### config.mk
export PLATFORM = sky130hd
export DESIGN_NAME = data_dly_cfg
export DESIGN_NICKNAME = d
export VERILOG_FILES = /design/src/rtl/data_dly_cfg.sv
export SDC_FILE = /design/constraint.sdc
export NUM_CORES = 1
export LEC_CHECK = 0
export ABC_AREA = 1
export BUFFER_PORTS_ARGS = -buffer_cell sky130_fd_sc_hd__buf_2
export CORE_UTILIZATION = 59
export CTS_CLUSTER_DIAMETER = 60
export DETAILED_ROUTE_END_ITERATION = 12
export HOLD_SLACK_MARGIN = 0.08
export PLACE_DENSITY = 0.79
export SYNTH_ARGS = -nofsm -noshare
export SYNTH_HDL_FRONTEND = slang
export SYNTH_SLANG_ARGS = --single-unit
### constraint.sdc
create_clock -name clk -period 3.5 [get_ports clk]
set_clock_uncertainty 0.05 [all_clocks]
set_input_delay 0.35 -clock clk [delete_from_list [all_inputs] [get_ports clk]]
set_output_delay 0.35 -clock clk [all_outputs]
set_load 0.01 [all_outputs]
### src/rtl/data_dly_cfg.sv
// data_dly_cfg: runtime-length delay line; holds a valid/ready stream until cfg_len items
// have accumulated, then releases them in order, with flush/drain control and occupancy status.
`default_nettype none

module data_dly_cfg #(
  parameter int MAX_LEN = 8,
  parameter int W_DIN   = 16,
  parameter int W_LEN   = $clog2(MAX_LEN + 1)
) (
  input  logic             clk,
  input  logic             rst,
  input  logic [W_DIN-1:0] din_data,
  input  logic             din_valid,
  output logic             din_ready,
  output logic [W_DIN-1:0] dout_data,
  output logic             dout_valid,
  input  logic             dout_ready,
  input  logic [W_LEN-1:0] cfg_len,
  input  logic             flush,
  output logic [W_LEN-1:0] level,
  output logic             primed
);

  localparam int               W_PTR = $clog2(MAX_LEN);
  localparam logic [W_LEN-1:0] FULL  = W_LEN'(MAX_LEN);
  localparam logic [W_LEN-1:0] ONE   = W_LEN'(1);

  logic [W_DIN-1:0] mem [MAX_LEN];

  logic [W_PTR-1:0] wr_ptr_q, wr_ptr_d;
  logic [W_PTR-1:0] rd_ptr_q, rd_ptr_d;
  logic [W_LEN-1:0] level_q, level_d;
  logic [W_LEN-1:0] len_q, len_d;
  logic             primed_q, primed_d;
  logic [W_LEN-1:0] len_clamp;
  logic             push, pop;

  // ready is forced low while reset is asserted, even though the buffer is empty
  assign din_ready  = rst && (level_q != FULL);
  assign dout_valid = (level_q != '0) && (primed_q || flush);
  assign dout_data  = mem[rd_ptr_q];
  assign level      = level_q;
  assign primed     = primed_q;

  assign push = din_valid && din_ready;
  assign pop  = dout_valid && dout_ready;

  always_comb begin
    len_clamp = cfg_len;
    if (cfg_len == '0) begin
      len_clamp = ONE;
    end else if (cfg_len > FULL) begin
      len_clamp = FULL;
    end
  end

  always_comb begin
    wr_ptr_d = wr_ptr_q;
    rd_ptr_d = rd_ptr_q;
    level_d  = level_q;
    len_d    = len_q;
    primed_d = primed_q;

    if (push) begin
      wr_ptr_d = wr_ptr_q + W_PTR'(1);
    end
    if (pop) begin
      rd_ptr_d = rd_ptr_q + W_PTR'(1);
    end

    case ({push, pop})
      2'b10:   level_d = level_q + ONE;
      2'b01:   level_d = level_q - ONE;
      default: level_d = level_q;
    endcase

    // threshold only changes while idle and empty so an in-flight window is never resized
    if ((level_q == '0) && !push) begin
      len_d = len_clamp;
    end

    if (level_d == '0) begin
      primed_d = 1'b0;
    end else if (level_d >= len_q) begin
      primed_d = 1'b1;
    end
  end

  always_ff @(posedge clk or negedge rst) begin
    if (!rst) begin
      wr_ptr_q <= '0;
      rd_ptr_q <= '0;
      level_q  <= '0;
      len_q    <= ONE;
      primed_q <= 1'b0;
    end else begin
      wr_ptr_q <= wr_ptr_d;
      rd_ptr_q <= rd_ptr_d;
      level_q  <= level_d;
      len_q    <= len_d;
      primed_q <= primed_d;
    end
  end

  always_ff @(posedge clk) begin
    if (push) begin
      mem[wr_ptr_q] <= din_data;
    end
  end

endmodule

`default_nettype wire

==> impl_results.rst <==
.. list-table::
   :header-rows: 1

   * - Metric
     - Value
   * - Outcome
     - completed
   * - Reg2Reg Depth
     - 18
   * - Final-layout fill cell count
     - 629
   * - Register clock-pin slew on the reported worst setup and hold paths
     - 0.06 ns
   * - Clock net sink count
     - 143
   * - Syn_nets
     - 554
   * - Maximum clock path buffer count
     - 2
   * - DP Wirelength
     - 7423 um
   * - Slowest stage cell on the critical path
     - sky130_fd_sc_hd__fa_1
   * - R2r endpoint
     - primed$_DFFE_PN0P_
   * - Endpoints failing hold
     - 0
   * - Post-layout instance area
     - 7279 um^2
   * - # Max-Cap Violations
     - 0
   * - Pwr per Cell Area
     - 867.4 nW/um^2
   * - Relative max-transition margin
     - 49.52%
   * - Endpoint of the worst hold path
     - wr_ptr_q[2]$_DFFE_PN0P_
   * - Cell family contributing the most delay on the critical path
     - adder cells
   * - Setup Total Neg Slack
     - 0 ns
   * - Largest net degree at the start of global routing
     - 66
   * - Synth-to-layout area growth
     - 21.66%
   * - Leading area contributor after synthesis
     - sky130_fd_sc_hd__edfxtp_1
   * - Horizontal die dimension
     - 102.7 um
   * - Critical path launch point type
     - register
   * - Drt first pass iters
     - 5
   * - Floorplan die height
     - 102.7 um
   * - Buffers and inverters on the worst path
     - 4
   * - Worst-path cell chain
     - nor2_1 > nand3_1 > nand3_1 > inv_1 > ha_1 > fa_1 > inv_1 > o21a_1 > inv_1 > ha_1 > o21ai_0 > nand2_1 > nand2_1 > nand2_1 > nand2_1 > nand2_1 > nand2_1 > inv_1
   * - Overall die area
     - 10,550 um^2
   * - Reported leakage power
     - 2.813 nW
   * - RSZ-0062 raised after global routing
     - false
   * - Required time of the critical path
     - 3.87 ns
   * - First-pass GRT wire length
     - 20,490 um
   * - Number of antenna-violating nets in the routed design
     - 0
   * - Cells after Synth
     - 519
   * - Area after detailed placement
     - 6439 um^2
   * - Total global routing track utilization
     - 27.44%
   * - Share of post-route cells with drive strength above 1
     - 17.62%
   * - Starting density of the core
     - 60.93%
   * - Cell seen most often among critical-path stages
     - sky130_fd_sc_hd__nand2_1
   * - Worst endpoint data arrival time
     - 3.47 ns
   * - Post-layout minimum cycle time
     - 3.105 ns
   * - DRC
     - 0
   * - Top cells by count, synth
     - sky130_fd_sc_hd__edfxtp_1 (128), sky130_fd_sc_hd__nor2_1 (101), sky130_fd_sc_hd__o21ai_0 (88)
   * - Proportion of synthesized chip area in sequential cells
     - 70.54%
   * - Number of cells on the worst hold path
     - 3
   * - Average cell area after synthesis
     - 11.53 um^2
   * - Number of distinct standard cells referenced by the synthesized netlist
     - 24
   * - Largest cells by area after synthesis
     - sky130_fd_sc_hd__edfxtp_1 (64%), sky130_fd_sc_hd__o21ai_0 (7.4%), sky130_fd_sc_hd__nor2_1 (6.3%), sky130_fd_sc_hd__dfrtp_1 (5.9%), sky130_fd_sc_hd__nand2_1 (5.1%)
   * - Std-Cell Core Area
     - 9819 um^2
   * - Reg-to-reg critical path startpoint
     - level[0]$_DFF_PN0_
   * - Vias post-DR
     - 4,204
   * - Final Max Tran Viols
     - 0
   * - Number of warnings printed during yosys synthesis
     - 0
   * - Post-synth EDFFs
     - 128
   * - Post-layout util
     - 74.13%
   * - Measured slew at the worst slew-check pin
     - 0.7573 ns
   * - TritonCTS Buffers
     - 17
   * - Async SR Flop Fraction
     - 10.49%
   * - Levels on crit path
     - 18
   * - Launch instance of the worst min-delay path
     - din_valid
   * - Diodes inserted
     - 0
   * - CTS tree
     - yes
   * - Register-to-register path setup slack
     - 0.40 ns
   * - Setup Slack @ Placement
     - 0.5788 ns
   * - Multi-input gate area
     - 1560 um^2
   * - Area of all sequential standard cells
     - 4220 um^2
   * - Mapped cell area
     - 5983 um^2
   * - GPL Wtd Cong
     - 0.8091
   * - Max Fclk
     - 322.1 MHz
   * - Count of state elements after synthesis
     - 143
   * - Critical Path End Type
     - register
   * - Count of final setup violators
     - 0
   * - Post-Layout Cell Count
     - 746
   * - Count of input and output buffers
     - 47
   * - Clk root buf
     - sky130_fd_sc_hd__clkbuf_8
   * - Insertion delay to the later sink of the worst-skew pair
     - 0.52 ns
   * - Area share of the leading cell type in the synthesized netlist
     - 64.24%
   * - Post-synth top flop
     - sky130_fd_sc_hd__edfxtp_1
   * - Final Net Count
     - 635
   * - Most common cell in the netlist
     - sky130_fd_sc_hd__edfxtp_1
   * - Vias in the first global route
     - 4,205
   * - Final routed wirelength across all metal layers
     - 13,500 um
   * - Crit-path max FO
     - 5
   * - Number of violations reported at the end of detailed-routing iteration 0
     - 366
   * - Number of standard-cell rows in the floorplan
     - 36
   * - Total placed cells including tap cells
     - 693
   * - Global-route congestion overflow total
     - 0
   * - Largest incremental delay on the critical path
     - 0.51 ns
   * - Antenna violations before repair
     - 0
   * - Fraction of the cycle the final worst path needs
     - 88.71%
   * - Count of boundary I/O pins
     - 48
   * - Hold Path Class
     - input port to register
   * - Maximum VDD drop
     - 452.4 uV
   * - H-tree lvl count
     - 4
   * - Crit Path Class
     - register to register
   * - Least setup slack across all paths after layout
     - 0.3951 ns
   * - Via density
     - 5.635
   * - DR WL/cell
     - 18.09 um
how the worst max path moves through the flow:
stage	endpoint	startpoint	slack [ns]
floorplan	primed$_DFFE_PN0P_	level[0]$_DFF_PN0_	0.76
global placement	primed$_DFFE_PN0P_	level[0]$_DFF_PN0_	0.73
detailed placement	primed$_DFFE_PN0P_	level[0]$_DFF_PN0_	0.58
CTS	primed$_DFFE_PN0P_	level[0]$_DFF_PN0_	0.44
global route	primed$_DFFE_PN0P_	level[0]$_DFF_PN0_	0.22
finish	primed$_DFFE_PN0P_	level[0]$_DFF_PN0_	0.40
where the power goes:
part           internal (mW)  total (mW)  switching, mW  leakage, nW
clock                   1.23        1.92          0.686        0.301
combinational          0.736        2.17           1.44         1.18
sequential              2.07        2.22          0.152         1.33
kinds of logic (layout without fill, tap and decap cells):
group	Yosys count	in the layout	share of synthesized area, %
AO/OA/AOI/OAI	106	106	8.908
adder cells (fa/ha/maj)	10	10	2.217
flip-flops	143	143	70.54
buffers and inverters	52	146	4.057
XOR/XNOR	5	5	0.8574
AND/OR/NAND/NOR	203	203	13.43
tightest hold or removal path: cells and delay by family:
kind          cells  cell delay (ns)
xor+xnor          1             0.07
buf+inv           1             0.13
simple gates      1             0.10
metal layers:
layer	GRT usage [%]	vias to the layer above	share of wire, %
met1	31.23	1987	36
met4	15.05	0	2.8
li1	-	1948	-
met2	48.26	225	54
met3	5.966	44	7.0
met5	0	-	0
sequential cells by signal (all words and copies together) (netlist names):
register,flops
primed,1
level,4
mem,128
len_q,4
rd_ptr_q,3
wr_ptr_q,3
per-stage QoR:
step	power [mW]	hold WS, ns
global placement	4.186	0.2850
finish	6.314	0.1155
global route	6.673	0.1025
CTS	6.303	0.08411
detailed placement	4.319	0.2864
floorplan	3.657	0.004409
layout by cell type (no fill, tap or decap):
cell and n:
sky130_fd_sc_hd__nand2_1 82, sky130_fd_sc_hd__inv_1 26, sky130_fd_sc_hd__fa_1 1, sky130_fd_sc_hd__buf_2 47, sky130_fd_sc_hd__o21a_1 1, sky130_fd_sc_hd__dfstp_2 1, sky130_fd_sc_hd__nand3_1 9, sky130_fd_sc_hd__a21oi_1 3
sky130_fd_sc_hd__buf_12 1, sky130_fd_sc_hd__and2_4 1, sky130_fd_sc_hd__o21ai_0 88, sky130_fd_sc_hd__o21ai_1 14, sky130_fd_sc_hd__clkinv_4 1, sky130_fd_sc_hd__nand2_4 2, sky130_fd_sc_hd__clkinvlp_4 2, sky130_fd_sc_hd__inv_6 3
sky130_fd_sc_hd__nor2_1 101, sky130_fd_sc_hd__bufinv_16 5, sky130_fd_sc_hd__xor2_1 4, sky130_fd_sc_hd__xor2_2 1, sky130_fd_sc_hd__clkinv_1 2, sky130_fd_sc_hd__clkbuf_16 16, sky130_fd_sc_hd__clkbuf_8 1, sky130_fd_sc_hd__clkinv_2 1
sky130_fd_sc_hd__ha_1 9, sky130_fd_sc_hd__nor3_2 8, sky130_fd_sc_hd__clkbuf_1 2, sky130_fd_sc_hd__buf_4 18, sky130_fd_sc_hd__dfrtp_1 14, sky130_fd_sc_hd__dlygate4sd3_1 21, sky130_fd_sc_hd__edfxtp_1 128
what timing repair did:
| item | in CTS | in global routing |
|---|---|---|
| endpoints found under the hold margin | 147 | 0 |
| hold buffers | 21 | 0 |
| buffers inserted | 0 | 0 |
| gates resized for setup | 0 | 0 |
final cells by class:
cell class	count	area share, %
inverters	27	1.392
clock buffers	19	5.792
flip-flops and latches	143	57.98
clock inverters	13	2.870
repair buffers	87	8.250
multi-input cells	324	21.43
well taps	133	2.286
Note: power is estimated with default switching activity, not from simulation.
